==> src/rtl/bus_pkg.sv <==
// bus_pkg
// Shared definitions for the datapath bus source selector.
//   - SRC_*_OFS : offsets added to N_REGS to form the source index of the
//                 non-register sources (register Rk has source index k).
//   - src_w()   : width of an encoded source index for a given N_REGS.
package bus_pkg;

    localparam int SRC_DIN_OFS  = 0;
    localparam int SRC_G_OFS    = 1;
    localparam int SRC_ZERO_OFS = 2;
    localparam int SRC_ONE_OFS  = 3;

    // N_REGS registers plus DIN, G, ZERO and ONE.
    function automatic int src_w(input int n_regs);
        return $clog2(n_regs + 4);
    endfunction

endpackage

==> src/rtl/onehot_encode.sv <==
// onehot_encode
// Purely combinational one-hot encoder, reusable wherever a vector of
// enables must be turned into an index plus sanity flags.
// Ports:
//   e     in  W   enable vector
//   index out IW  position of the set bit (meaningful only when exactly one
//                 bit is set)
//   zero  out 1   no bit set
//   multi out 1   two or more bits set
module onehot_encode #(
    parameter int W  = 8,
    parameter int IW = $clog2(W)
) (
    input  logic [W-1:0]  e,
    output logic [IW-1:0] index,
    output logic          zero,
    output logic          multi
);

    // OR-ing the positions of all set bits gives the exact position when the
    // vector is one-hot; other cases are flagged by zero/multi.
    always_comb begin
        index = '0;
        for (int i = 0; i < W; i++) begin
            if (e[i]) begin
                index = index | IW'(i);
            end
        end
    end

    assign zero  = ~|e;
    // Clearing the lowest set bit leaves something only if a second bit was set.
    assign multi = |(e & (e - W'(1)));

endmodule

==> src/rtl/bus_source_reg.sv <==
// bus_source_reg
// Registered bus source selector for the simple processor datapath. Each
// cycle it selects one of the N_REGS register outputs, DIN, G, constant 0 or
// constant 1, and loads it into BusWires. With no enable it holds the last
// value; with several enables it holds, flags a conflict and counts it.
// Ports:
//   Clock, Resetn          clock, synchronous active-low reset
//   Rout                   register enables, MSB = R0, LSB = R(N_REGS-1)
//   r_data                 flattened register outputs, Rk at [k*DATA_W +: DATA_W]
//   DINout/din_data        DIN enable and value
//   Gout/g_data            G enable and value
//   Zout, Oneout           constant 0 / constant 1 enables
//   clr_err                clears conflict_sticky and conflict_count
//   BusWires               registered bus value
//   bus_valid              BusWires loaded from exactly one source last cycle
//   bus_src                source index of the value held in BusWires
//   conflict               one-cycle pulse per conflicting input cycle
//   conflict_sticky        set by any conflict until cleared
//   conflict_count         saturating count of conflict cycles
module bus_source_reg
    import bus_pkg::*;
#(
    parameter int DATA_W = 16,
    parameter int N_REGS = 8,
    parameter int CNT_W  = 8
) (
    input  logic                       Clock,
    input  logic                       Resetn,
    input  logic [N_REGS-1:0]          Rout,
    input  logic [N_REGS*DATA_W-1:0]   r_data,
    input  logic                       DINout,
    input  logic [DATA_W-1:0]          din_data,
    input  logic                       Gout,
    input  logic [DATA_W-1:0]          g_data,
    input  logic                       Zout,
    input  logic                       Oneout,
    input  logic                       clr_err,
    output logic [DATA_W-1:0]          BusWires,
    output logic                       bus_valid,
    output logic [src_w(N_REGS)-1:0]   bus_src,
    output logic                       conflict,
    output logic                       conflict_sticky,
    output logic [CNT_W-1:0]           conflict_count
);

    localparam int N_SRC = N_REGS + 4;
    localparam int SRC_W = src_w(N_REGS);

    logic [N_SRC-1:0]  src_en;     // bit i = enable of source index i
    logic [SRC_W-1:0]  sel_idx;
    logic              sel_none;
    logic              sel_multi;
    logic [DATA_W-1:0] sel_data;

    // Reorder the enables so that bit position equals source index; Rout is
    // MSB-first, so R0 comes from its top bit.
    always_comb begin
        src_en = '0;
        for (int k = 0; k < N_REGS; k++) begin
            src_en[k] = Rout[N_REGS-1-k];
        end
        src_en[N_REGS+SRC_DIN_OFS]  = DINout;
        src_en[N_REGS+SRC_G_OFS]    = Gout;
        src_en[N_REGS+SRC_ZERO_OFS] = Zout;
        src_en[N_REGS+SRC_ONE_OFS]  = Oneout;
    end

    onehot_encode #(
        .W  (N_SRC),
        .IW (SRC_W)
    ) u_onehot_encode (
        .e     (src_en),
        .index (sel_idx),
        .zero  (sel_none),
        .multi (sel_multi)
    );

    // AND-OR data mux; only loaded into BusWires when exactly one enable is
    // set, so the merged value in a conflict cycle never reaches the bus.
    always_comb begin
        sel_data = '0;
        for (int k = 0; k < N_REGS; k++) begin
            if (src_en[k]) begin
                sel_data = sel_data | r_data[k*DATA_W +: DATA_W];
            end
        end
        if (DINout) sel_data = sel_data | din_data;
        if (Gout)   sel_data = sel_data | g_data;
        if (Oneout) sel_data = sel_data | DATA_W'(1);
    end

    always_ff @(posedge Clock) begin
        if (!Resetn) begin
            BusWires        <= '0;
            bus_valid       <= 1'b0;
            bus_src         <= '0;
            conflict        <= 1'b0;
            conflict_sticky <= 1'b0;
            conflict_count  <= '0;
        end else begin
            bus_valid <= 1'b0;
            conflict  <= sel_multi;
            if (!sel_none && !sel_multi) begin
                BusWires  <= sel_data;
                bus_src   <= sel_idx;
                bus_valid <= 1'b1;
            end
            // Clearing takes priority over a simultaneous conflict; the
            // conflict pulse above is unaffected.
            if (clr_err) begin
                conflict_sticky <= 1'b0;
                conflict_count  <= '0;
            end else if (sel_multi) begin
                conflict_sticky <= 1'b1;
                if (conflict_count != '1) begin
                    conflict_count <= conflict_count + 1'b1;
                end
            end
        end
    end

endmodule

==> config.mk <==
export PLATFORM = sky130hd
export DESIGN_NAME = bus_source_reg
export DESIGN_NICKNAME = d
export VERILOG_FILES = /design/src/rtl/bus_pkg.sv /design/src/rtl/onehot_encode.sv /design/src/rtl/bus_source_reg.sv
export SDC_FILE = /design/constraint.sdc
export NUM_CORES = 1
export LEC_CHECK = 0
export ABC_AREA = 1
export CAP_MARGIN = 30
export CORE_MARGIN = 2
export CORE_UTILIZATION = 37
export DETAILED_ROUTE_END_ITERATION = 10
export PLACE_DENSITY = 0.83
export SYNTH_ARGS = -nofsm -noshare
export SYNTH_HDL_FRONTEND = slang
export SYNTH_SLANG_ARGS = --single-unit
==> constraint.sdc <==
create_clock -name Clock -period 3.38 [get_ports Clock]
set_input_delay 0.676 -clock Clock [delete_from_list [all_inputs] [get_ports Clock]]
set_output_delay 0.676 -clock Clock [all_outputs]
set_load 0.005 [all_outputs]
# --- After elaboration in Yosys (flattened, before gate mapping) ---
# Cells that the tools add are included.
word_totals:
  ff_bits: 31
  in_bits: 175
  output_inout_bits: 31
classes:
  n_addsub: 2
  eq_ne: 1
  muxes: 23
  bitwise: 11
  reduce_logical: 6
ops:
  columns: ["cell", "n"]
  rows:
  - ["16-bit two-way mux", 10]
  - ["16-bit bitwise OR", 9]
  - ["12-bit OR reduction", 2]
  - ["4-bit two-way mux", 4]
  - ["12-bit AND", 1]
  - ["3-bit two-way mux", 4]
  - ["12-bit by 1-bit subtractor with 12-bit output (second input constant)", 1]
  - ["8-bit by 1-bit adder with 8-bit output (second input constant)", 1]
  - ["8-bit inequality test (second input constant)", 1]
  - ["2-bit two-way mux", 2]
  - ["1-bit two-way mux", 3]
  - ["2-bit AND reduction", 1]
  - ["2-bit OR reduction", 1]
  - ["1-bit logical AND", 1]
  - ["1-bit zero test", 1]
  - ["1-bit NOT", 1]

# --- Longest topological paths before layout ---
logic_depth:
  depth_word: 20
  ltp_mapped: 13
  mapped_depth_nobuf: 11

# --- Hierarchy ---
# Synthesis repeated with hierarchy kept, for this count alone.
hier_totals:
  hier_cells: 506
  hier_area_um2: 2642.5
by_module_without_submodules:
  columns: ["mod", "n_inst", "cells_each", "area_each_um2", "seq_area_each_um2"]
  rows:
  - ["bus_source_reg", 1, 451, 2403.6, 620.6]
  - ["onehot_encode", 1, 55, 239.0, 0.0]

# --- Worst setup path after synthesis ---
# No wires, ideal clock.
synth_path:
  path_type: "input port to flip-flop"
  startpoint: "input Rout[1]"
  endpoint: "register conflict_sticky"
  arrival_time_ns: 1.885
  t_required_ns: 3.265
  slack_ns: 1.380
  stages: 10
  cell_sequence: "buf_4 -> nor2_2 -> nand2_1 -> nor2_4 -> nor2_1 -> nor2_4 -> nand3_2 -> buf_2 -> o21ai_0 -> inv_1"
synth_between:
  elab_chain_cells: 3
synth_rtl:
  columns: ["item", "line", "rtl"]
  rows:
  - ["from (decl)", "bus_source_reg.sv:29", "input logic [N_REGS-1:0] Rout,"]
  - ["12-bit by 1-bit subtractor with 12-bit output", "onehot_encode.sv:33", "assign multi = |(e & (e - W'(1)));"]
  - ["12-bit AND (*)", "onehot_encode.sv:33", null]
  - ["12-bit OR reduction (*)", "onehot_encode.sv:33", null]
  - ["to (signal assigned)", "bus_source_reg.sv:98", "conflict_sticky <= 1'b0;"]
  - ["to (signal assigned)", "bus_source_reg.sv:111", "conflict_sticky <= 1'b0;"]
  - ["to (signal assigned)", "bus_source_reg.sv:114", "conflict_sticky <= 1'b1;"]
  - ["to (decl)", "bus_source_reg.sv:42", "output logic conflict_sticky,"]
# Mark *: on every way between the ends. The rest lies on a longest branch, timed or not.
# A chain may end at the register's enable or synchronous reset.

# --- Final worst setup path ---
layout_path:
  startpoint: "input Rout[0]"
  endpoint: "register BusWires[12]"
layout_between:
  elab_chain_cells: 5
  word_cells_on_any_way: 11
  cone_classes: "add/sub (1); mux (3); bitwise (3); reduce/logical (4)"
layout_rtl:
  columns: ["item", "line", "rtl"]
  rows:
  - ["12-bit by 1-bit subtractor with 12-bit output / 16-bit two-way mux (equally long branches)", "onehot_encode.sv:33, bus_source_reg.sv:83", null]
  - ["12-bit AND / 16-bit bitwise OR (equally long branches)", "onehot_encode.sv:33, bus_source_reg.sv:87", null]
  - ["12-bit OR reduction / 16-bit two-way mux (equally long branches)", "onehot_encode.sv:33, bus_source_reg.sv:87", null]
  - ["1-bit zero test / 16-bit bitwise OR (equally long branches)", "bus_source_reg.sv:103, bus_source_reg.sv:88", null]
  - ["1-bit logical AND / 16-bit two-way mux (equally long branches)", "bus_source_reg.sv:103, bus_source_reg.sv:88", null]
  - ["to (signal assigned)", "bus_source_reg.sv:104", "BusWires <= sel_data;"]
  - ["to (decl)", "bus_source_reg.sv:38", "output logic [DATA_W-1:0] BusWires,"]
# Several ways; a longest one is shown, not always the timed one.

==> impl_metrics.py <==
metrics = {
    "synth": {
        "yosysUniqueCellTypes": 27,
        "synth_area_mm2": 0.00272,
        "syn_avg_cell_area_um2": 5.45,
        "synthFlopType": "dfxtp_1",
        "yosys.area.top_type": "nand2_1",
        "synth-compound-area-share_pct": 3.96,
        "ys_ff_latch": 31,
        "synthAdderAreaFrac_pct": 0.461,
        "synth_xor_area_share_pct": 1.93,
        "async_flop_share_pct": 0,
        "synthCells": 498,
        "yosys-top-cells-area": "nand2_1 (31%), dfxtp_1 (23%), nand4_1 (8.8%)",
        "synthMuxAreaShare_pct": 0,
        "synth_edf_count": 0,
        "syn_nets": 674,
        "yosys.area.top_type_share_pct": 31.1,
        "yosys_warnings": 0,
        "yosysSeqAreaShare_pct": 22.8,
        "synth_top_family_by_area": "simple AND/OR/NAND/NOR gates",
        "synthSimpleGateAreaFrac_pct": 58.7,
    },
    "timing": {
        "rsz0062_at_grt": "false",
        "setup_viol": 0,
        "slew_violations": 0,
        "fmax_mhz": 395,
        "timing.final.crit_share_pct": 75.0,
        "relSlewSlack_pct": 60.5,
        "period_needed_ns": 2.53,
        "fin_setup_tns_ns": 0,
        "hold_viol": 0,
        "tightest_slew_ns": 0.591,
        "finClkSkew_ns": 0.00182,
        "fin_ws_ns": 0.846,
    },
    "critical_path": {
        "startpoint_type": "input pin",
        "crit_arrival_ns": 2.75,
        "crit_type": "in -> reg",
        "r2r_slack_ns": 1.59,
        "cp_max_fo": 24,
        "worstPathRequired_ns": 3.60,
        "reg2reg_depth": 6,
        "critPathCaptureType": "flip-flop",
    },
    "layout": {
        "final_area_mm2": 0.00496,
        "fillCellCount": 649,
        "final_cell_mix": "nand2_1 (225), clkdlybuf4s50_1 (205), inv_1 (50)",
        "final_common_cell": "nand2_1",
        "multi_input_area_mm2": 0.00177,
        "area_growth_pct": 82.6,
        "seq_area_um2": 621,
        "layout-drive-gt1-share_pct": 4.17,
        "fin_nets": 870,
        "diodes": 0,
    },
    "detailed_routing": {
        "dr.pass1.iters": 5,
        "wl_met1_um": 4800,
        "top_layer": "met4",
        "drc": 0,
        "wl_per_cell_um": 15.5,
        "ant_nets": 0,
        "routed_wl_um": 12300,
        "drt_iter0_drc": 210,
        "dr_wl_met2_um": 6050,
        "met3_length_um": 1070,
        "routed-via-count": 3990,
        "vias_per_cell": 5.03,
    },
    "clocking": {
        "insertion_delay_ns": 0.28,
        "cts_sinks": 31,
        "tritoncts": "done",
        "cts_setup_buffers": 0,
        "cts_resized": 0,
        "h-tree-depth": 2,
        "clock-root-buffer": "clkbuf_8",
        "clk_pin_slew_ns": 0.07,
        "cts_hold_buf": 0,
        "clock_path_buffers": 2,
        "cts_inserted_buffers": 5,
    },
    "global_routing": {
        "grt_pass1_wl_um": 18500,
        "grt_max_degree": 25,
        "gr-total-overflow": 0,
        "grt_antenna_before_repair": 0,
        "grt_pass1_vias": 3866,
        "grt_usage_pct": 30.3,
    },
    "place": {
        "placed_area_mm2": 0.00484,
        "hpwl_um": 10100,
        "pre_cts_ws_ns": 0.566,
        "gp_congestion": 0.947,
        "io_buffer_count": 205,
    },
    "floorplanning": {
        "die_h_um": 89.7,
        "start_util_pct": 37.9,
        "io_pins": 206,
        "row_count": 31,
        "die_area_mm2": 0.00804,
        "coreArea_mm2": 0.00718,
        "fp.dieW_um": 89.7,
    },
    "hold_path": {
        "hp-class": "reg -> reg",
        "hold_depth": 2,
    },
    "job": {
        "maxCapViolCount": 0,
    },
    "power_and_ir_drop": {
        "vdd_ir_drop_max_v": 0.000135,
        "power.density_mw_per_mm2": 230,
        "p_leak_nw": 2.17,
    },
    "outcome": {
        "status": "completed",
    },
}
-- area by class of cell --
class	count	area share, %
Clock inverter	2	0.706
Inverter	50	3.78
Tap cell	99	2.50
Multi-Input combinational cell	389	35.6
Clock buffer	6	1.66
Timing Repair Buffer	217	43.2
Sequential cell	31	12.5
-- per-stage QoR --
stage / total power [W] / hold WS, ns / utilization (%) / cells
floorplan: 0.000509 / 0.455 / - / 498
global placement: 0.000759 / 0.458 / 67.5 / 786
detailed placement: 0.000762 / 0.468 / 67.5 / 786
CTS: 0.00114 / 0.477 / 69.1 / 794
global route: 0.00118 / 0.513 / 69.1 / 794
finish: 0.00114 / 0.472 / 69.1 / 794
-- cell usage after synthesis, types with 3 or more instances --
cell type / instances
nor3_1: 18
xor2_1: 3
nand3_1: 35
buf_2: 13
inv_1: 50
nand4_1: 38
clkbuf_1: 3
xnor2_1: 3
buf_1: 9
dfxtp_1: 31
a21oi_1: 11
nor2_1: 37
nand2_1: 225
a22o_1: 4
-- critical path: stages --
cell	delay, ns
clkdlybuf4s50_1	0.41
buf_4	0.22
nor2_2	0.11
nand2_1	0.10
nor2_4	0.14
nand2_1	0.08
nand2_1	0.08
nand2_2	0.08
nor2_8	0.22
nand3_4	0.28
nand2_1	0.16
inv_1	0.05
nor2_1	0.11
-- logic make-up (layout without fill, tap and decap cells) --
group                    count (synthesis)  count (layout)
AO/OA/AOI/OAI                           18              18
XOR/XNOR                                 6               6
adder cells (fa/ha/maj)                  1               1
buffers and inverters                   78             275
flip-flops                              31              31
AND/OR/NAND/NOR                        364             364
-- state kept, by name, indices dropped and copies added (netlist names) --
signal	flops
BusWires	16
bus_src	4
bus_valid	1
conflict	1
conflict_count	8
conflict_sticky	1
-- metal layers --
metal,global-route usage (%),vias up
li1,-,1970
met1,35.1,1787
met2,54.7,199
met3,6.22,34
met4,11.0,0
met5,0,-
-- where the power goes --
part	total, W	leakage, nW	internal, W	switching [W]
combinational	0.000386	1.86	0.000237	0.000149
clock	0.000385	0.0612	0.000239	0.000146
sequential	0.000370	0.251	0.000368	0.00000216
-- final timing paths --
check	from	endpoint
setup / recovery	Rout[0]	BusWires[12]$_SDFFE_PN0P_
hold / removal	bus_src[3]$_SDFFE_PN0P_	bus_src[3]$_SDFFE_PN0P_
setup reg to reg	conflict_count[0]$_SDFFE_PP0P_	conflict_count[6]$_SDFFE_PP0P_
hold reg to reg	bus_src[3]$_SDFFE_PN0P_	bus_src[3]$_SDFFE_PN0P_
Note: power is estimated with default switching activity, not from simulation.
